<file path="src/rtl/mfc_bram_pkg.sv">
// Shared constants for the two-requester BRAM arbiter.
// Requester IDs, lock-owner encodings and default RAM geometry.
package mfc_bram_pkg;

    localparam int DWIDTH_DEF = 40;
    localparam int AWIDTH_DEF = 9;

    localparam logic REQ0 = 1'b0;
    localparam logic REQ1 = 1'b1;

    localparam logic [1:0] OWN_NONE = 2'd0;
    localparam logic [1:0] OWN_R0   = 2'd1;
    localparam logic [1:0] OWN_R1   = 2'd2;

endpackage

</file>
<file path="src/rtl/bram_arbiter_rr_pick2.sv">
// Combinational 2-way round-robin picker with lock override.
// Ports: req[1:0], last, owner[1:0] in; one-hot-or-zero gnt[1:0] out.
module rr_pick2
    import mfc_bram_pkg::*;
(
    input  logic [1:0] req,
    input  logic       last,
    input  logic [1:0] owner,
    output logic [1:0] gnt
);

    logic hold0;
    logic hold1;

    assign hold0 = (owner == OWN_R0) && req[0];
    assign hold1 = (owner == OWN_R1) && req[1];

    // A lock whose holder dropped its request falls
    // through to normal selection in the same cycle.
    always_comb begin
        gnt = 2'b00;
        if (hold0) begin
            gnt = 2'b01;
        end else if (hold1) begin
            gnt = 2'b10;
        end else if (req == 2'b01) begin
            gnt = 2'b01;
        end else if (req == 2'b10) begin
            gnt = 2'b10;
        end else if (req == 2'b11) begin
            gnt = (last == REQ1) ? 2'b01 : 2'b10;
        end
    end

endmodule

</file>
<file path="src/rtl/bram_arbiter.sv">
// Shares one single-port BRAM between two requesters, one access/cycle.
// Ports: req/we/lock/addr/wdata per requester, gnt/rvalid, rdata, bram_*, conflict_cnt.
module bram_arbiter
    import mfc_bram_pkg::*;
#(
    parameter int DWIDTH = DWIDTH_DEF,
    parameter int AWIDTH = AWIDTH_DEF,
    parameter int CWIDTH = 16
) (
    input  logic                     clk,
    input  logic                     rst,
    input  logic                     req0,
    input  logic                     req1,
    input  logic                     we0,
    input  logic                     we1,
    input  logic                     lock0,
    input  logic                     lock1,
    input  logic [AWIDTH-1:0]        addr0,
    input  logic [AWIDTH-1:0]        addr1,
    input  logic [DWIDTH-1:0]        wdata0,
    input  logic [DWIDTH-1:0]        wdata1,
    output logic                     gnt0,
    output logic                     gnt1,
    output logic                     rvalid0,
    output logic                     rvalid1,
    output logic signed [DWIDTH-1:0] rdata,
    output logic                     bram_write,
    output logic [AWIDTH-1:0]        bram_addr,
    output logic [DWIDTH-1:0]        bram_indata,
    input  logic signed [DWIDTH-1:0] bram_outdata,
    output logic [CWIDTH-1:0]        conflict_cnt
);

    logic              last;
    logic [1:0]        owner;
    logic [1:0]        rv_pend;
    logic [1:0]        pick;
    logic [1:0]        gnt;
    logic [AWIDTH-1:0] addr_q;

    rr_pick2 u_pick (
        .req   ({req1, req0}),
        .last  (last),
        .owner (owner),
        .gnt   (pick)
    );

    // Grants are suppressed while reset is held.
    assign gnt  = rst ? 2'b00 : pick;
    assign gnt0 = gnt[0];
    assign gnt1 = gnt[1];

    assign rvalid0 = rv_pend[0];
    assign rvalid1 = rv_pend[1];
    assign rdata   = bram_outdata;

    // Idle cycles park the address on the last granted one.
    always_comb begin
        bram_write  = 1'b0;
        bram_addr   = addr_q;
        bram_indata = wdata0;
        unique case (1'b1)
            gnt[0]: begin
                bram_write  = we0;
                bram_addr   = addr0;
                bram_indata = wdata0;
            end
            gnt[1]: begin
                bram_write  = we1;
                bram_addr   = addr1;
                bram_indata = wdata1;
            end
            default: ;
        endcase
    end

    always_ff @(posedge clk or posedge rst) begin
        if (rst) begin
            last    <= REQ1;
            owner   <= OWN_NONE;
            rv_pend <= 2'b00;
            addr_q  <= '0;
        end else if (gnt[0]) begin
            last    <= REQ0;
            owner   <= lock0 ? OWN_R0 : OWN_NONE;
            rv_pend <= {1'b0, ~we0};
            addr_q  <= addr0;
        end else if (gnt[1]) begin
            last    <= REQ1;
            owner   <= lock1 ? OWN_R1 : OWN_NONE;
            rv_pend <= {~we1, 1'b0};
            addr_q  <= addr1;
        end else begin
            owner   <= OWN_NONE;
            rv_pend <= 2'b00;
        end
    end

    always_ff @(posedge clk or posedge rst) begin
        if (rst) begin
            conflict_cnt <= '0;
        end else if (req0 && req1 && !(&conflict_cnt)) begin
            conflict_cnt <= conflict_cnt + CWIDTH'(1);
        end
    end

endmodule
</file>
<file path="config.mk">
export PLATFORM = sky130hd
export DESIGN_NAME = bram_arbiter
export DESIGN_NICKNAME = d
export VERILOG_FILES = /design/src/rtl/mfc_bram_pkg.sv /design/src/rtl/bram_arbiter_rr_pick2.sv /design/src/rtl/bram_arbiter.sv
export SDC_FILE = /design/constraint.sdc
export NUM_CORES = 1
export LEC_CHECK = 0
export ABC_AREA = 0
export BUFFER_PORTS_ARGS = -buffer_cell sky130_fd_sc_hd__buf_2
export CAP_MARGIN = 10
export CELL_PAD_IN_SITES_DETAIL_PLACEMENT = 0
export CELL_PAD_IN_SITES_GLOBAL_PLACEMENT = 2
export CORE_MARGIN = 2
export CORE_UTILIZATION = 15
export CTS_CLUSTER_SIZE = 14
export DETAILED_ROUTE_END_ITERATION = 16
export GPL_TIMING_DRIVEN = 0
export HOLD_SLACK_MARGIN = 0.1
export MAX_ROUTING_LAYER = met4
export PLACE_DENSITY = 0.84
export REMOVE_ABC_BUFFERS = 1
export SYNTH_ARGS = -nofsm -noshare
export SYNTH_HDL_FRONTEND = slang
export SYNTH_SLANG_ARGS = --single-unit
export TNS_END_PERCENT = 100
</file>
<file path="constraint.sdc">
create_clock -name clk -period 1.7 [get_ports clk]
set_input_delay 0.085 -clock clk [delete_from_list [all_inputs] [get_ports clk]]
set_output_delay 0.085 -clock clk [all_outputs]
set_load 0.005 [all_outputs]
</file>
==> summary.md, run 1 <==
- **result of the run** finished with violations
- **violated checks** setup timing
- **cell type contributing the most total cell area after synthesis** dfrtp_1
- **RSZ-0062 raised after global routing** true
- **placed cell areas** 3094 µm²
- **post-route cell area** 3770 µm²
- **CP Data Arrival Time** 1.94 ns
- **number of flops mapped to enable cells by yosys** 0
- **slack of the critical path** -0.3289 ns
- **Crit path required time** 1.62 ns
- **Synth Area in Adders** 0.5522%
- **Pwr Density** 802.7 nW/µm²
- **kind of critical path** flip-flop to output pin
- **portion of netlist area occupied by mux cells** 21.54%
- **violation count after the first detailed-routing iteration** 93
- **TritonCTS clock tree** yes
- **latest clock arrival within the worst-skew pair** 0.28 ns
- **first-pass detailed-route iteration total** 4
- **internal power** 2.155 mW
- **estimated wirelength of the detail-placed design** 7.870 mm
- **Worst setup startpoint** last
- **Tightest Hold Check Type** input pin to output pin
- **area share of xor/xnor cells in the synthesized design** 3.865%
- **fin crit period** 2.029 ns
- **crit share post-route** 119.3%
- **Core Region** 14,640 µm²
- **fraction of registers with async set or reset after synthesis** 100.0%
- **Core Util, Final** 25.74%
- **post-synthesis instance area** 2266 µm²
- **proportion of layout cells with a drive suffix above 1** 65.91%
- **achievable frequency** 0.4929 GHz
- **synth-to-layout area growth** 66.37%
- **Worst setup SP type** flip-flop
- **Sink Count** 30
- **complex-gate fraction of the synthesized area** 11.32%
- **switching share of total power** 28.79%
- **largest net degree at the start of global routing** 24
- **Final nets** 546
- **number of warnings printed during yosys synthesis** 0
- **wire length of the first global-routing pass** 14.72 mm
- **number of storage elements in the synthesis netlist** 30
- **CP Max Fanout** 7
- **global routing usage summed across all routing layers** 12.92%
- **worst vdd rail ir drop** 0.0003243 V
- **Horiz. Die Dim** 126.9 µm
- **number of placed I/O pins** 256
- **number of instances in the synthesized netlist** 221
- **leakage power figure** 1.847 nW
- **number of antenna violations at the first check in global routing** 1
- **number of CTS-inserted buffers** 5
- **part of the total power dissipated in sequential elements** 32.4%
- **portion of total power attributed to the clock network** 34.3%
- **largest clock skew in the final design** 0.003107 ns
- **most instantiated cells after synthesis** 42 x mux2_2, 40 x buf_4, 29 x dfrtp_1, 18 x a221o_1, 11 x and2_1
- **share of the yosys chip area belonging to registers** 33.19%
- **startpoint of the tightest hold check path** bram_outdata[26]
- **global-route congestion overflow total** 0
- **overall via count from detail_route** 2,469
- **Mapped Avg Cell Area** 10.25 µm²
- **logic gate share of total power** 33.3%
- **leading cell types by total area after synthesis** dfrtp_1 32%, mux2_2 21%, buf_4 13%, a221o_1 8.0%, xor2_1 3.1%
- **flip-flop cell with the highest count after synthesis** dfrtp_1
- **DRC** 0
- **Antenna Cells** 0
- **max-cap violations** 0
- **vias in the first global route** 2,468
- **y dimension of the die** 126.9 µm
- **total count of hold-check failures in the final report** 0
- **number of buffers on the longest clock path** 2
- **slew at the pin closest to its max-slew limit** 0.6650 ns
- **Post-DRT Antenna Nets** 0
- **gpl congestion** 0.7529
- **num rows** 44
- **root cell of the clock tree** clkbuf_16
- **count of pins over their slew limit** 0
- **post-CTS clock slew at the launch and capture registers of the worst setup and hold paths** 0.05 ns
- **wire length per cell after detailed routing** 17.93 µm
- **net switching power figure** 0.8713 mW
- **RR Startpoint** last
- **Initial Utilization** 15.47%
- **dominant cell by count in the synthesized netlist** mux2_2
- **deepest level of the CTS H-tree** 2
- **kind of end point of the critical path** output pin
- **post-synthesis simple-gate area fraction** 13.64%
- **final-report setup violation count** 52
- **Synth top area share** 32.03%
- **post-DR vias/cell** 4.235
- **Max-slew headroom** 55.37%
- **IO buf count** 175
- **Die Area** 16,100 µm²
- **distinct cell type count of the synthesized netlist** 35
- **combinational family with the most area after synthesis** multiplexers
- **detailed-route wire length** 10.46 mm
cell usage in the layout, fill, tap and decap left out, drive strengths merged, types with 5 or more instances in the layout:
cell,count
clkbuf,6
mux2,43
nand3,9
nor2,5
dlygate4sd3,24
buf,192
nor3,5
and2,11
nand2,8
xor2,8
nor4,5
a221o,18
dfrtp,29
registers in the layout, summed over array words and instances, names as in the netlist:
| signal | cells |
|---|---|
| addr_q | 9 |
| owner | 2 |
| rv_pend | 2 |
| conflict_cnt | 16 |
| last | 1 |
worst paths after layout:
kind                                 to  slack [ns]  depth (start not counted)
max                        bram_addr[5]       -0.33                          8
min                           rdata[26]        0.17                          0
max reg2reg                   addr_q[6]        0.01                          6
min reg2reg                        last        0.50                          2
max in group asynchronous      owner[0]        0.74                          3
min in group asynchronous     addr_q[5]        0.59                          3
repair_timing:
action                     CTS  global route
setup buffers               13             4
hold buffers                24             0
pin swaps                   14            12
hold endpoints to repair    24             0
setup endpoints to repair   66            72
gates resized for setup     20            12
cloned                       3             1
per-layer routing:
| metal | track usage [%] | vias up | wire, µm | share of wire [%] |
|---|---|---|---|---|
| met4 | 2.327 | 0 | 87 | 0.83 |
| li1 | - | 1127 | - | - |
| met3 | 8.267 | 12 | 1385 | 13 |
| met2 | 17.93 | 181 | 4384 | 42 |
| met1 | 15.90 | 1149 | 4597 | 44 |
| met5 | - | - | 0 | 0 |
power by group through the flow:
stage               combinational, mW  sequential, mW  clock, mW
finish                           1.01           0.981       1.04
detailed placement              0.835           0.971          0
CTS                             0.957           0.961       1.08
global route                     1.11            1.00       1.10
floorplan                       0.412           0.955          0
global placement                0.802           0.965          0
area by class of cell:
class	instances	area (µm²)
Tap cell	184	230.2
Clock buffer	6	138.9
Inverter	5	26.28
Timing Repair Buffer	216	1321
Timing Repair inverter	2	15.01
Clock inverter	1	30.03
Multi-Input combinational cell	139	1251
Sequential cell	30	757.0
Fill cell	1582	10870
metrics by stage:
stage / hold slack [ns] / total power [mW] / cells / worst slack, ns / TNS, ns
6_report: 0.1700 / 3.026 / 583 / -0.3289 / -11.12
5_1_grt: 0.1700 / 3.205 / 583 / -0.4351 / -16.06
4_1_cts: 0.1700 / 3.001 / 579 / -0.2973 / -11.08
3_5_place_dp: 0.1700 / 1.806 / 533 / -1.090 / -49.09
3_3_place_gp: 0.1700 / 1.768 / 531 / -3.008 / -160.79
2_1_floorplan: 0.1506 / 1.367 / 172 / -1.441 / -72.30
critical path, cell delays in order (launching register included):
cell and delay, ns:
dfstp_2 0.53, o211ai_1 0.10, buf_4 0.16, nand3_4 0.07
buf_6 0.12, clkinvlp_4 0.08, buf_6 0.14, a221o_1 0.32
buf_2 0.13
kinds of logic after synthesis:
group | after synthesis
xor+xnor | 10
compound gates | 30
buf+inv | 54
simple gates | 53
flops | 30
mux | 43
fa+ha+maj | 1
Power figures use the tool's default switching activity.
==> inputs of run 2 (changes only) <==
- REMOVE_ABC_BUFFERS: 1 -> default
==> summary.md, run 2 (same netlist as run 1, synthesis figures left out) <==
- **result of the run** finished with violations
- **violated checks** setup timing
- **number of placed I/O pins** 256
- **Crit path required time** 1.62 ns
- **max reg flops** 16
- **largest net degree at the start of global routing** 17
- **length in cells of the worst reg-to-reg path** 4
- **final-report setup violation count** 51
- **achievable frequency** 0.5136 GHz
- **slack of the critical path** -0.2469 ns
- **RR Startpoint** conflict_cnt[5]
- **internal power** 2.236 mW
- **startpoint of the tightest hold check path** req0
- **largest register by flop count** conflict_cnt
- **CP Max Fanout** 10
- **global routing usage summed across all routing layers** 12.67%
- **number of antenna violations at the first check in global routing** 0
- **vias in the first global route** 2,729
- **num rows** 44
- **portion of total power attributed to the clock network** 30.6%
- **number of buffers on the longest clock path** 2
- **terminus of the critical flop-to-flop path** conflict_cnt[15]
- **registers with the highest flip-flop counts** conflict_cnt: 16 flops, addr_q: 9 flops
- **count of pins over their slew limit** 0
- **net switching power figure** 0.9072 mW
- **synth-to-layout area growth** 87.74%
- **post-DR vias/cell** 4.009
- **logic gate share of total power** 39.3%
- **kind of critical path** flip-flop to output pin
- **detailed-route wire length** 10.46 mm
- **Mapped Nets** 368
- **overall power** 3.143 mW
- **kind of end point of the critical path** output pin
- **first-pass detailed-route iteration total** 4
- **Final nets** 634
- **Tightest Hold Check Type** input pin to flip-flop
- **IO buf count** 215
- **worst reg-to-reg setup slack** 0.07 ns
- **DRC** 0
- **total count of hold-check failures in the final report** 0
- **most common cell after layout, fill and taps aside** buf_2
- **Worst setup SP type** flip-flop
- **estimated wirelength of the detail-placed design** 8.426 mm
- **proportion of layout cells with a drive suffix above 1** 71.31%
- **Initial Utilization** 15.47%
- **Core Region** 14,640 µm²
- **latest clock arrival within the worst-skew pair** 0.27 ns
- **largest clock skew in the final design** 0.001295 ns
- **Antenna Cells** 0
- **worst vdd rail ir drop** 0.0003062 V
- **global-route congestion overflow total** 0
- **post-CTS clock slew at the launch and capture registers of the worst setup and hold paths** 0.05 ns
- **part of the total power dissipated in sequential elements** 30.1%
- **fin crit period** 1.947 ns
- **commonest cells after routing, fill and taps aside** 215 x buf_2, 58 x buf_4, 41 x mux2_2
- **root cell of the clock tree** clkbuf_16
- **Horiz. Die Dim** 126.9 µm
- **y dimension of the die** 126.9 µm
- **Post-DRT Antenna Nets** 0
- **Total Negative Setup Slacks** -10.27 ns
- **worst hold path endpoint** conflict_cnt[2]
- **Pwr Density** 738.8 nW/µm²
- **RSZ-0062 raised after global routing** true
- **slew at the pin closest to its max-slew limit** 0.8906 ns
- **Sink Count** 30
- **CP Data Arrival Time** 1.86 ns
- **number of CTS-inserted buffers** 5
- **max-cap violations** 0
- **violation count after the first detailed-routing iteration** 76
- **post-place setup slack** -0.8526 ns
- **TritonCTS clock tree** yes
- **Hold Path Depth** 3
- **crit share post-route** 114.5%
- **wire length of the first global-routing pass** 15.15 mm
- **switching share of total power** 28.87%
- **Die Area** 16,100 µm²
- **gpl congestion** 0.7773
- **leakage power figure** 2.224 nW
- **Max-slew headroom** 40.00%
- **deepest level of the CTS H-tree** 2
- **overall via count from detail_route** 2,694
- **wire length per cell after detailed routing** 15.56 µm
run 2: cell types whose count changed in the layout (fill, tap and decap cells not counted), moves of 2 or more:
| cell | change |
|---|---|
| dfrtp_2 | -3 |
| clkbuf_8 | +2 |
| buf_2 | +43 |
| nor3_2 | +2 |
| nand3_4 | -2 |
| nor3_1 | -2 |
| clkinvlp_4 | -3 |
| buf_6 | -3 |
| dfrtp_1 | +3 |
| buf_4 | +50 |
run 2: routing by layer:
layer / global-route usage, % / share of wire [%] / vias to the layer above
li1: - / - / 1296
met4: 1.681 / 0.47 / 0
met3: 1.856 / 5.4 / 7
met2: 24.70 / 56 / 148
met5: - / 0 / -
met1: 13.87 / 38 / 1243
run 2: cell type report:
cell class	instances	area (µm²)
Timing Repair Buffer	259	1476
Sequential cell	30	753.2
Inverter	5	22.52
Timing Repair inverter	1	5.005
Buffer	48	386.6
Fill cell	1553	10390
Tap cell	184	230.2
Clock buffer	8	166.4
Multi-Input combinational cell	137	1214
run 2: power by group through the flow:
stage / combinational (mW) / sequential (mW) / clock, mW
2_1_floorplan: 0.494 / 0.955 / 0
3_3_place_gp: 0.958 / 0.967 / 0
3_5_place_dp: 0.968 / 0.976 / 0
4_1_cts: 1.24 / 0.933 / 0.990
5_1_grt: 1.35 / 0.962 / 1.04
6_report: 1.24 / 0.945 / 0.961
run 2: worst max-delay path, cell delays in order (launching register included):
cell	delay (ns)
dfrtp_1	0.37
nor2b_4	0.13
o211ai_1	0.24
nand3_4	0.20
buf_6	0.20
mux2_2	0.28
buf_2	0.16
run 2: what timing repair did:
item / CTS / global route
gates cloned: 2 / 0
endpoints found under the setup margin: 68 / 58
hold buffers: 25 / 0
pin swaps: 6 / 3
setup buffers: 16 / 2
gates resized for setup: 25 / 9
endpoints found under the hold margin: 42 / 0
run 2: metrics by stage:
| step | utilization (%) | hold WS (ns) | std cells | area, µm² |
|---|---|---|---|---|
| after floorplan | - | 0.01187 | 221 | 2270 |
| after global placement | 24.42 | 0.2425 | 620 | 3576 |
| after detailed placement | 24.42 | 0.2552 | 620 | 3576 |
| after CTS | 28.74 | 0.2121 | 671 | 4209 |
| after global routing | 29.05 | 0.2659 | 672 | 4254 |
| final | 29.05 | 0.2660 | 672 | 4254 |
run 2: worst max-delay path by stage:
stage	startpoint	to	depth (start not counted)
after CTS	owner[0]	bram_indata[9]	6
final	owner[0]	bram_indata[9]	6
after floorplan	rst	addr_q[8]	5
after global placement	rst	bram_addr[7]	7
after detailed placement	rst	bram_addr[7]	7
after global routing	owner[0]	bram_indata[15]	6
==> inputs of run 3 (changes only) <==
- PLACE_DENSITY: 0.84 -> default
- PLACE_DENSITY_LB_ADDON: default -> 0.2
==> summary.md, run 3 (same netlist as run 1, synthesis figures left out) <==
- **Core Region** 14,640 µm²
- **max reg flops** 16
- **CP Max Fanout** 10
- **fin crit period** 1.896 ns
- **post-CTS clock slew at the launch and capture registers of the worst setup and hold paths** 0.05 ns
- **Worst setup SP type** flip-flop
- **wire length of the first global-routing pass** 15.06 mm
- **slack of the critical path** -0.1963 ns
- **Post-DRT Antenna Nets** 0
- **violated checks** setup timing
- **Worst setup startpoint** owner[0]
- **registers with the highest flip-flop counts** conflict_cnt: 16 flops, addr_q: 9 flops
- **number of instances in the placed design** 620
- **result of the run** finished with violations
- **TritonCTS clock tree** yes
- **Mapped Nets** 368
- **largest clock skew in the final design** 0.005572 ns
- **number of placed I/O pins** 256
- **Pwr Density** 698.8 nW/µm²
- **first-pass detailed-route iteration total** 4
- **most common cell after layout, fill and taps aside** buf_2
- **commonest cells after routing, fill and taps aside** 214 x buf_2, 51 x buf_4, 42 x mux2_2
- **FF+latch area** 757.0 µm²
- **RR Startpoint** owner[1]
- **cell family with the largest share of critical-path delay** flip-flops
- **overall via count from detail_route** 2,655
- **RSZ-0062 raised after global routing** true
- **proportion of layout cells with a drive suffix above 1** 71.52%
- **CP Data Arrival Time** 1.81 ns
- **Max-slew headroom** 42.62%
- **worst vdd rail ir drop** 0.0003291 V
- **Sink Count** 30
- **max-cap violations** 0
- **Die Area** 16,100 µm²
- **number of buffers and inverters on the critical path** 2
- **deepest level of the CTS H-tree** 2
- **area occupied by multi-input gates** 1215 µm²
- **cells along the critical path** nor2b_4, o211ai_1, nand3_4, buf_6, mux2_2, buf_2
- **non-filler cells, final** 667
- **FILL cells** 1,599
- **startpoint of the tightest hold check path** req0
- **number of buffers on the longest clock path** 2
- **y dimension of the die** 126.9 µm
- **kind of end point of the critical path** output pin
- **violation count after the first detailed-routing iteration** 72
- **Horiz. Die Dim** 126.9 µm
- **total count of hold-check failures in the final report** 0
- **kind of critical path** flip-flop to output pin
- **achievable frequency** 0.5273 GHz
- **vias in the first global route** 2,646
- **count of pins over their slew limit** 0
- **cell type of the slowest stage on the worst timing path** dfrtp_1
- **detailed-route wire length** 10.48 mm
- **wire length per cell after detailed routing** 15.71 µm
- **gpl congestion** 0.7490
- **global routing usage summed across all routing layers** 12.67%
- **largest net degree at the start of global routing** 17
- **IO buf count** 215
- **Final nets** 628
- **number of CTS-inserted buffers** 5
- **post-DR vias/cell** 3.981
- **crit share post-route** 111.5%
- **leakage power figure** 2.173 nW
- **estimated wirelength of the detail-placed design** 8.463 mm
- **global-route congestion overflow total** 0
- **num rows** 44
- **synth-to-layout area growth** 84.82%
- **DRC** 0
- **number of antenna violations at the first check in global routing** 4
- **Tightest Hold Check Type** input pin to flip-flop
- **largest register by flop count** conflict_cnt
- **latest clock arrival within the worst-skew pair** 0.27 ns
- **Crit path required time** 1.62 ns
- **final-report setup violation count** 51
- **CP peak stage delay** 0.36 ns
- **overall power** 2.927 mW
- **Initial Utilization** 15.47%
- **slew at the pin closest to its max-slew limit** 0.8560 ns
- **root cell of the clock tree** clkbuf_16
[run 3: worst paths after layout]
check | end | slack [ns] | cells past startpoint
worst min-delay path | conflict_cnt[2] | 0.24 | 3
worst min register to register | last | 0.49 | 2
max in group asynchronous | conflict_cnt[3] | 0.64 | 3
worst max-delay path | bram_indata[23] | -0.20 | 6
worst max register to register | addr_q[2] | 0.03 | 7
min in group asynchronous | last | 0.53 | 3
[run 3: power by group]
part / internal (mW) / leakage, nW / total (mW) / switching, mW
sequential: 0.847 / 0.377 / 0.953 / 0.107
clock: 0.533 / 0.0640 / 0.820 / 0.286
combinational: 0.683 / 1.73 / 1.15 / 0.470
[run 3: area by class of cell]
cell class                      count  area share, %
Timing Repair Buffer              253          34.33
Buffer                             48          9.143
Inverter                            5         0.5378
Multi-Input combinational cell    137          29.01
Sequential cell                    30          18.08
Tap cell                          184          5.497
Clock buffer                        7          3.167
Antenna cell                        2         0.1195
Timing Repair inverter              1         0.1195
[run 3: repair_timing]
action,4_1_cts,5_1_grt
endpoints found under the hold margin,42,0
gates resized for setup,25,12
pin swaps,5,5
endpoints found under the setup margin,70,63
hold buffers,25,0
cloned,2,0
buffers inserted,11,1
[run 3: metal layers]
| metal | GRT usage [%] | share of wire, % | up-vias |
|---|---|---|---|
| met5 | - | 0 | - |
| met2 | 22.33 | 54 | 147 |
| met1 | 14.80 | 39 | 1207 |
| li1 | - | - | 1292 |
| met3 | 1.982 | 6.1 | 9 |
| met4 | 3.943 | 1.1 | 0 |
[run 3: worst register-to-register path, cell delays in order, from the launching register on]
cell	delay, ns
dfrtp_1	0.40
nor2b_4	0.11
o211ai_1	0.14
nand3_4	0.18
inv_2	0.09
buf_6	0.14
buf_4	0.15
a221o_1	0.35
[run 3: through the flow]
step | hold WS, ns | setup WS [ns] | instance area (µm²) | util, % | TNS, ns
finish | 0.2409 | -0.1963 | 4188 | 28.60 | -8.370
floorplan | 0.01187 | 0.08392 | 2270 | - | 0
CTS | 0.2198 | -0.2347 | 4128 | 28.19 | -10.13
global route | 0.2915 | -0.2865 | 4188 | 28.60 | -13.29
detailed placement | 0.2617 | -0.8004 | 3576 | 24.42 | -46.34
global placement | 0.2520 | -0.7832 | 3576 | 24.42 | -45.07
